`src/rtl/smc_mem_resp_pkg.sv`:
```
// Shared SMC definitions: responder FSM states, violation flag indices and read-latency bounds.
package smc_defs_lite;

  typedef enum logic [2:0] {
    ST_IDLE,
    ST_SEL,
    ST_RD_WAIT,
    ST_RD_DRIVE,
    ST_WR_ACT
  } smc_state_e;

  localparam int unsigned VIOL_OVERLAP  = 0;
  localparam int unsigned VIOL_SHORT_WE = 1;
  localparam int unsigned VIOL_ADDR_CHG = 2;
  localparam int unsigned VIOL_CS_REL   = 3;

  localparam int unsigned RD_LAT_MIN = 1;
  localparam int unsigned RD_LAT_MAX = 15;

  // Value loaded into the read-latency down-counter; out-of-range latencies are clamped.
  function automatic logic [3:0] lat_load(input int unsigned lat);
    if (lat < RD_LAT_MIN)
      return '0;
    else if (lat > RD_LAT_MAX)
      return 4'(RD_LAT_MAX - 1);
    else
      return 4'(lat - 1);
  endfunction

endpackage

```
`src/rtl/smc_mem_resp_if.sv`:
```
// SMC asynchronous-memory bus between the static memory controller and a responder.
interface smc_mem_resp_if #(
  parameter int unsigned ADDR_W = 6
);
  logic              n_cs;
  logic              n_oe;
  logic              n_we;
  logic [3:0]        n_be;
  logic [ADDR_W-1:0] addr;
  logic [31:0]       wdata;
  logic [31:0]       rdata;
  logic              rdata_oe;

  modport master (
    output n_cs, n_oe, n_we, n_be, addr, wdata,
    input  rdata, rdata_oe
  );

  modport slave (
    input  n_cs, n_oe, n_we, n_be, addr, wdata,
    output rdata, rdata_oe
  );
endinterface

```
`src/rtl/smc_mem_resp_ram.sv`:
```
// Word-addressed storage: synchronous byte-lane writes, registered read port.
module smc_mem_resp_ram #(
  parameter int unsigned ADDR_W = 6
) (
  input  logic              sys_clk,
  input  logic              we,
  input  logic [3:0]        be,
  input  logic [ADDR_W-1:0] waddr,
  input  logic [31:0]       wdata,
  input  logic              re,
  input  logic [ADDR_W-1:0] raddr,
  output logic [31:0]       rdata
);

  logic [31:0] mem [0:(1<<ADDR_W)-1];

  always_ff @(posedge sys_clk) begin
    if (we) begin
      for (int unsigned i = 0; i < 4; i++) begin
        if (be[i])
          mem[waddr][8*i +: 8] <= wdata[8*i +: 8];
      end
    end
    if (re)
      rdata <= mem[raddr];
  end

endmodule

```
`src/rtl/smc_mem_resp.sv`:
```
// SMC memory responder: decodes CS/OE/WE strobes into reads and writes of a local RAM,
// counts completed accesses and flags protocol violations.
module smc_mem_resp
  import smc_defs_lite::*;
#(
  parameter int unsigned ADDR_W = 6,
  parameter int unsigned RD_LAT = 2
) (
  input  logic                sys_clk,
  input  logic                n_sys_reset,
  smc_mem_resp_if.slave       smc,
  input  logic [3:0]          cfg_min_we,
  input  logic                viol_clr,
  output logic [3:0]          viol,
  output logic [15:0]         rd_cnt,
  output logic [15:0]         wr_cnt,
  output logic                busy
);

  localparam logic [3:0] LAT_LOAD = lat_load(RD_LAT);

  smc_state_e        state, nxt_state;
  logic [3:0]        lat_cnt, nxt_lat;
  logic [3:0]        wid_cnt, nxt_wid;
  logic [ADDR_W-1:0] lat_addr;
  logic [31:0]       wbuf;
  logic [3:0]        wbe;
  logic [31:0]       ram_q;
  logic              ld_addr, cap_w, rd_done, wr_commit, ram_re;
  logic [3:0]        viol_set;
  logic              strobe, overlap, addr_chg;

  always_ff @(posedge sys_clk) begin
    if (!n_sys_reset)
      state <= ST_IDLE;
    else
      state <= nxt_state;
  end

  always_comb begin
    nxt_state = state;
    nxt_lat   = lat_cnt;
    nxt_wid   = wid_cnt;
    ld_addr   = 1'b0;
    cap_w     = 1'b0;
    rd_done   = 1'b0;
    wr_commit = 1'b0;
    ram_re    = 1'b0;
    viol_set  = '0;
    strobe    = !smc.n_oe || !smc.n_we;
    overlap   = !smc.n_oe && !smc.n_we;
    addr_chg  = smc.addr != lat_addr;
    case (state)
      ST_IDLE: begin
        if (!smc.n_cs)
          nxt_state = ST_SEL;
      end
      ST_SEL: begin
        if (smc.n_cs) begin
          nxt_state = ST_IDLE;
        end else if (overlap) begin
          viol_set[VIOL_OVERLAP] = 1'b1;
        end else if (!smc.n_oe) begin
          nxt_state = ST_RD_WAIT;
          ld_addr   = 1'b1;
          nxt_lat   = LAT_LOAD;
        end else if (!smc.n_we) begin
          nxt_state = ST_WR_ACT;
          ld_addr   = 1'b1;
          nxt_wid   = '0;
          cap_w     = 1'b1;
        end
      end
      default: begin
        // CS release and strobe overlap take priority over every active state.
        if (smc.n_cs) begin
          nxt_state = ST_IDLE;
          if (strobe)
            viol_set[VIOL_CS_REL] = 1'b1;
        end else if (overlap) begin
          nxt_state = ST_SEL;
          viol_set[VIOL_OVERLAP] = 1'b1;
        end else begin
          case (state)
            ST_RD_WAIT: begin
              if (smc.n_oe) begin
                nxt_state = ST_SEL;
              end else begin
                if (addr_chg)
                  viol_set[VIOL_ADDR_CHG] = 1'b1;
                if (lat_cnt == '0) begin
                  nxt_state = ST_RD_DRIVE;
                  ram_re    = 1'b1;
                end else begin
                  nxt_lat = lat_cnt - 4'd1;
                end
              end
            end
            ST_RD_DRIVE: begin
              if (smc.n_oe) begin
                nxt_state = ST_SEL;
                rd_done   = 1'b1;
              end else if (addr_chg) begin
                nxt_state = ST_RD_WAIT;
                ld_addr   = 1'b1;
                nxt_lat   = LAT_LOAD;
                rd_done   = 1'b1;
              end
            end
            ST_WR_ACT: begin
              if (smc.n_we) begin
                nxt_state = ST_SEL;
                if (({1'b0, wid_cnt} + 5'd1) >= {1'b0, cfg_min_we})
                  wr_commit = 1'b1;
                else
                  viol_set[VIOL_SHORT_WE] = 1'b1;
              end else begin
                cap_w = 1'b1;
                if (wid_cnt != 4'hF)
                  nxt_wid = wid_cnt + 4'd1;
                if (addr_chg)
                  viol_set[VIOL_ADDR_CHG] = 1'b1;
              end
            end
            default: ;
          endcase
        end
      end
    endcase
  end

  always_ff @(posedge sys_clk) begin
    if (!n_sys_reset) begin
      lat_addr <= '0;
      lat_cnt  <= '0;
      wid_cnt  <= '0;
      wbuf     <= '0;
      wbe      <= '0;
      viol     <= '0;
      rd_cnt   <= '0;
      wr_cnt   <= '0;
    end else begin
      if (ld_addr)
        lat_addr <= smc.addr;
      lat_cnt <= nxt_lat;
      wid_cnt <= nxt_wid;
      if (cap_w) begin
        wbuf <= smc.wdata;
        wbe  <= ~smc.n_be;
      end
      viol <= (viol & {4{~viol_clr}}) | viol_set;
      if (rd_done)
        rd_cnt <= rd_cnt + 16'd1;
      if (wr_commit)
        wr_cnt <= wr_cnt + 16'd1;
    end
  end

  // Reset gates the RAM strobes so an access cut short by reset never lands.
  smc_mem_resp_ram #(
    .ADDR_W (ADDR_W)
  ) u_ram (
    .sys_clk (sys_clk),
    .we      (wr_commit && n_sys_reset),
    .be      (wbe),
    .waddr   (lat_addr),
    .wdata   (wbuf),
    .re      (ram_re && n_sys_reset),
    .raddr   (lat_addr),
    .rdata   (ram_q)
  );

  assign smc.rdata_oe = (state == ST_RD_DRIVE);
  assign smc.rdata    = smc.rdata_oe ? ram_q : '0;
  assign busy         = (state != ST_IDLE);

endmodule

```
`src/flat_wrapper.sv`:
```
// flat-port wrapper written by rule: the top's interface ports become plain ports
module smc_mem_resp_flat import smc_defs_lite::*;
#(
  parameter int unsigned ADDR_W = 6,
  parameter int unsigned RD_LAT = 2
)
  (sys_clk, n_sys_reset, cfg_min_we, viol_clr, viol, rd_cnt, wr_cnt, busy, smc_n_cs, smc_n_oe, smc_n_we, smc_n_be, smc_addr, smc_wdata, smc_rdata, smc_rdata_oe);
  smc_mem_resp_if #(.ADDR_W(ADDR_W)) smc_i ();
  input  logic sys_clk;
  input  logic n_sys_reset;
  input  logic [3:0] cfg_min_we;
  input  logic viol_clr;
  output logic [3:0] viol;
  output logic [15:0] rd_cnt;
  output logic [15:0] wr_cnt;
  output logic busy;
  input wire logic [$bits(smc_i.n_cs)-1:0] smc_n_cs;
  input wire logic [$bits(smc_i.n_oe)-1:0] smc_n_oe;
  input wire logic [$bits(smc_i.n_we)-1:0] smc_n_we;
  input wire logic [$bits(smc_i.n_be)-1:0] smc_n_be;
  input wire logic [$bits(smc_i.addr)-1:0] smc_addr;
  input wire logic [$bits(smc_i.wdata)-1:0] smc_wdata;
  output wire logic [$bits(smc_i.rdata)-1:0] smc_rdata;
  output wire logic [$bits(smc_i.rdata_oe)-1:0] smc_rdata_oe;
  assign smc_i.n_cs = smc_n_cs;
  assign smc_i.n_oe = smc_n_oe;
  assign smc_i.n_we = smc_n_we;
  assign smc_i.n_be = smc_n_be;
  assign smc_i.addr = smc_addr;
  assign smc_i.wdata = smc_wdata;
  assign smc_rdata = smc_i.rdata;
  assign smc_rdata_oe = smc_i.rdata_oe;
  smc_mem_resp #(.ADDR_W(ADDR_W), .RD_LAT(RD_LAT)) u_core (.sys_clk(sys_clk), .n_sys_reset(n_sys_reset), .smc(smc_i), .cfg_min_we(cfg_min_we), .viol_clr(viol_clr), .viol(viol), .rd_cnt(rd_cnt), .wr_cnt(wr_cnt), .busy(busy));
endmodule
```
`config.mk`:
```
export PLATFORM = sky130hd
export DESIGN_NAME = smc_mem_resp_flat
export DESIGN_NICKNAME = d
export VERILOG_FILES = /design/src/rtl/smc_mem_resp_pkg.sv /design/src/rtl/smc_mem_resp_if.sv /design/src/rtl/smc_mem_resp_ram.sv /design/src/rtl/smc_mem_resp.sv /design/src/flat_wrapper.sv
export SDC_FILE = /design/constraint.sdc
export NUM_CORES = 2
export LEC_CHECK = 0
export ABC_AREA = 1
export BUFFER_PORTS_ARGS = -buffer_cell sky130_fd_sc_hd__buf_2
export CORE_UTILIZATION = 35
export CTS_CLUSTER_DIAMETER = 150
export DETAILED_ROUTE_END_ITERATION = 8
export PLACE_DENSITY = 0.47
export SKIP_CTS_REPAIR_TIMING = 1
export SYNTH_ARGS = -nofsm -noshare
export SYNTH_HDL_FRONTEND = slang
export SYNTH_SLANG_ARGS = --single-unit
```
`constraint.sdc`:
```
create_clock -name sys_clk -period 13.1 [get_ports sys_clk]
set_clock_uncertainty 0.1 [all_clocks]
set_input_delay 0.655 -clock sys_clk [delete_from_list [all_inputs] [get_ports sys_clk]]
set_output_delay 0.655 -clock sys_clk [all_outputs]
set_load 0.01 [all_outputs]
```
* Yosys cells after proc, flatten, opt, wreduce, memory -nomap -nowiden *
Memories as Yosys holds them, arrays and structs flattened. A register that Yosys moved wholly into a read port is not among the register bits.
Index checks and enable logic that the tools add are counted.

word-level totals
  register bits after elaboration = 89
  bits in latches = 0
  memory bits (writable) = 2,048
  ROM bits = 0
  output and inout port bits = 70
  word-level logic and storage cells = 154
  memories = 1

memory list
  memory            depth  bits a word  read ports  clocked after Yosys merged registers in  write ports  RTL line                source
  u_core.u_ram.mem  64     32           1           1                                        1            smc_mem_resp_ram.sv:15  logic [31:0] mem [0:(1<<ADDR_W)-1];

cells by class
  add/subtract/negate cells = 5
  multiply operators = 0
  div/mod/pow operators = 0
  $lt $le $gt $ge = 1
  eq/ne operators = 18
  shift-type cells = 0
  mux-type cells = 95
  bitwise operators = 8
  reductions and logical operators = 17

operator list
  operator                                                count
  two-way mux 4 bit                                       18
  two-way mux 1 bit                                       52
  two-way mux 3 bit                                       14
  adder 16 x 1 -> 16 bit (second input constant)          2
  two-way mux 32 bit                                      1
  one-hot mux 4 bit (2 select lines)                      3
  AND reduction 7 bit                                     2
  inequality test 2 bit (second input constant)           5
  inequality test 3 bit (second input constant)           3
  one-hot mux 3 bit (3 select lines)                      1
  AND reduction 9 bit                                     1
  inequality test 4 bit (second input constant)           2
  one-hot mux 1 bit (2 select lines)                      4
  inequality test 7 x 3 -> 1 bit (second input constant)  1
  inequality test 7 bit (second input constant)           1
  nonzero test 7 bit                                      1
  equality test 3 x 2 -> 1 bit (second input constant)    2
  inequality test 6 x 3 -> 1 bit (second input constant)  1
  inequality test 6 bit                                   1
  one-hot mux 3 bit (2 select lines)                      1
  nonzero test 3 bit                                      2
  adder 4 x 1 -> 5 bit (second input constant)            1
  >= comparator 5 x 4 -> 1 bit                            1
  NOT 1 bit                                               5
  15 further kinds                                        19

* Longest topological paths before layout *
  depth after elaboration = 11
  mapped depth = 14
  mapped depth without buffers = 12

* Hierarchy *
A second synthesis with hierarchy kept.

unflattened totals
  cell total of the unflattened synthesis = 7,790
  area total of the unflattened synthesis = 88,907.8 um2

modules (own cells, without submodules)
  module            times used  cells an instance  area an instance (um2)  seq. area each (um2)
  smc_mem_resp_ram  1           7,053              84,121.9                62,459.9
  smc_mem_resp      1           737                4,785.8                 1,781.7

* Worst setup path after synthesis *
OpenSTA, ideal clock, no wires.

  kind = input to register
  start = input port smc_n_oe
  end = register u_core.u_ram.rdata[0] (read register of u_core.u_ram.mem) (enable)
  arrival time = 4.349 ns
  data required time = 12.498 ns
  path slack = 8.149 ns
  stages on the path = 7
  path buffers = 0
  cells stage by stage = inv_1 > ha_1 > inv_1 > nand2_1 > inv_1 > nand3_1 > nor4_1

between the ends
  longest elaborated chain between the ends = 6
  elaborated cells on any way between the ends = 8
  classes of those cells = 5 x mux; 3 x reduce/logical

RTL lines
  what                                                    RTL line                                source
  start, declared                                         flat_wrapper.sv:18                      input wire logic [$bits(smc_i.n_oe)-1:0] smc_n_oe;
  two-way mux 1 bit or zero test 1 bit (tied branches)    smc_mem_resp.sv:86, smc_mem_resp.sv:51
  two-way mux 1 bit or logical AND 1 bit (tied branches)  smc_mem_resp.sv:84, smc_mem_resp.sv:51
  two-way mux 1 bit *                                     smc_mem_resp.sv:80                      end else if (overlap) begin
  two-way mux 1 bit *                                     smc_mem_resp.sv:76                      if (smc.n_cs) begin
  two-way mux 1 bit *                                     smc_mem_resp.sv:53                      case (state)
  logical AND 1 bit *                                     smc_mem_resp.sv:168                     .re (ram_re && n_sys_reset),
  named net u_core.u_ram.re                               smc_mem_resp_ram.sv:10                  input logic re,
  end, declared                                           smc_mem_resp_ram.sv:12                  output logic [31:0] rdata

The timed path passes the listed nets; every way through them passes the cells marked *.
A chain may end at the register's enable or synchronous reset.

==> summary.txt <==
Fmax: 175 MHz
Largest family of logic cells by synthesized area: simple AND/OR/NAND/NOR gates
Async set-reset flop share out of synthesis: 0%
CTS buffer count: 237
Clock Root Buffer: clkbuf_16
Sequential area share after synthesis: 71.1%
Total congestion overflow: 0
Initial antenna violation count: 17
Clk sink count: 2169
Post-synthesis cell count: 8710
Slowest CP cell: buf_4
Largest net degree at the start of global routing: 183
Via count: 62000
Maximum vdd drop: 0.000151 V
Synth top area share: 69.1%
Worst Setup Path Type: reg -> reg
Number of global-route vias before repair: 59700
Seq cells post-synth: 2169
Compound-gate portion of the synthesized area: 4.45%
Max Slew Vio Count: 0
DRC violations left: 0
Mux cell area share after synthesis: 0%
H-tree depth: 4
Max cap viols: 0
CTS tree: done
Routed WL: 296 mm
Clock latency on the worst-skew pair: 0.88 ns
Vias/cell: 5.03
Detailed placement HPWL: 167 mm
EDFF count, synth: 2080
Final GP Congestion: 0.799
Top-count cell post-synth: nand2_1
Synth area leader: edfxtp_1
Avg Cell Area, Syn: 10.4 um2
First-pass GRT wire length: 426 mm
Syn_nets: 8774
Outcome: finished clean
IO Pins: 122
Tot GR Track Use: 22.5%
Critical Path RT: 13.76 ns
Synth cell count leaders: nand2_1 (4483), edfxtp_1 (2080), a21oi_1 (528), nor2_1 (516), clkbuf_1 (322)
Initial Util: 35.2%
Synth Area in Adders: 0.166%
Hold WC Path Type: in -> reg
Clock slew at reported path FFs: 0.06 ns
Tcrit/Tclk final: 43.5%
Crit path arrival time: 6.36 ns
Area share of xor/xnor cells in the synthesized design: 0.271%
Leak pwr: 38.2 nW
Std-Cell Rows: 186
Pwr/cell area: 168 nW/um2
Cell mode on critical path: nand2_1
Simple-Gate Fraction of Synth Area: 21.4%
Final ANT Viol Nets: 0
Worst Setup End Kind: flip-flop
P&R area growth vs syn: 12.9%
Maximum root-to-sink buffer count: 3
DIE AREA: 260000 um2
Netlist cell types: 27
PortBufs: 121
Least-Margin Pin Slew: 1.23 ns
RSZ-0062 raised after global routing: no
Chip width: 510 um
Fin. Hold Viols: 0
CP Cell Sequence: inv_8 > buf_4 > buf_4 > buf_4 > buf_4 > nand2_1 > a21oi_1 > o21ai_0 > nand2_1 > nand2_1 > nand2_1 > nor2_1 > nand2_1
Top cells by area, synth: edfxtp_1 (69%), nand2_1 (19%), a21oi_1 (2.9%)
DRT iter0 DRCs: 6063
Worst stage delay on the critical path: 0.80 ns
Synth warn: 0
Drt pass-1 iters: 6
Crit path launch type: flip-flop
Setup Viol. Count Final: 0
Worst Hold Slack: 0.0591 ns
Die Span Y: 510 um
Critical path peak fanout: 110
Core area: 257000 um2
Layout net count: 8789
Layout cells sized above 1: 6.88%
Final TNS setup: 0 ns
Rel. slew slack: 17.8%
Drt wl/cell: 24.0 um
Mapped cell area: 90400 um2
Post-layout min period: 5.70 ns
Ys flop type: edfxtp_1
## path summary, 6_finish.rpt
kind | start | end | slack, ns | depth (start not counted)
max reg2reg | u_core.lat_addr[0] | u_core.u_ram.rdata[22] | 7.40 | 13
min | smc_addr[5] | u_core.lat_addr[5] | 0.06 | 3
max | u_core.lat_addr[0] | u_core.u_ram.rdata[22] | 7.40 | 13
min reg2reg | u_core.lat_cnt[1] | u_core.lat_cnt[1] | 0.36 | 2
## logic make-up after synthesis
logic type | after synthesis
flops | 2169
buf+inv | 592
simple gates | 5106
fa+ha+maj | 12
xor+xnor | 28
compound gates | 803
## placed cells by master (no fill, tap or decap), types with 53 or more instances in the layout
cell,netlist,routed
a21oi_1,528,528
buf_2,121,121
buf_4,0,88
clkbuf_1,322,61
clkbuf_16,0,240
clkinv_1,0,53
dfxtp_1,89,54
edfxtp_1,2080,2080
inv_1,111,107
nand2_1,4483,4482
nand3_1,69,69
nor2_1,516,516
o21ai_0,272,272
## metal layers
metal,up-vias,track usage (%),wire (um)
met3,421,3.47,17700
met2,1839,35.8,136000
met1,30800,31.3,132000
li1,29000,-,-
met4,8,7.24,9920
met5,-,0,66
## worst max-delay path, delay by kind of cell, from the launching register on
| family | cells | cell delay (ns) |
|---|---|---|
| flip-flops | 1 | 0.61 |
| AND/OR/NAND/NOR | 6 | 0.59 |
| AO/OA/AOI/OAI | 2 | 0.28 |
| buffers and inverters | 5 | 3.74 |
## flip-flops by register name, indices dropped and copies added (netlist names)
| signal | flops |
|---|---|
| u_core.lat_addr | 6 |
| u_core.lat_cnt | 4 |
| u_core.rd_cnt | 16 |
| u_core.state | 3 |
| u_core.u_ram.mem | 2048 |
| u_core.u_ram.rdata | 32 |
| u_core.viol | 4 |
| u_core.wbe | 4 |
| u_core.wbuf | 32 |
| u_core.wid_cnt | 4 |
| u_core.wr_cnt | 16 |
## cell type report
| class | count | area [um2] |
|---|---|---|
| fill | 25200 | 155000 |
| sequential | 2169 | 64300 |
| multi-input combinational | 5949 | 23800 |
| clock buffer | 313 | 6400 |
| tap | 3384 | 4230 |
| timing repair buffer | 252 | 1770 |
| clock inverter | 131 | 1000 |
| inverter | 116 | 458 |
| antenna | 10 | 25.0 |
## power by group
part / switching [mW] / leakage (nW) / internal, mW
logic: 2.08 / 16.4 / 0.657
clock network: 2.82 / 3.65 / 3.64
registers: 0.115 / 18.2 / 7.84
## per-stage QoR
stage	power [mW]	util (%)	setup WS [ns]	instance area, um2	instances
6_report	17.1	39.7	7.40	102000	12300
5_1_grt	17.8	39.7	6.96	102000	12300
4_1_cts	17.3	39.6	7.30	102000	12300
3_5_place_dp	10.8	36.7	7.30	94300	11800
3_3_place_gp	10.8	36.7	7.37	94300	11800
2_1_floorplan	9.72	-	8.15	90400	8710
Power figures use the tool's default switching activity.
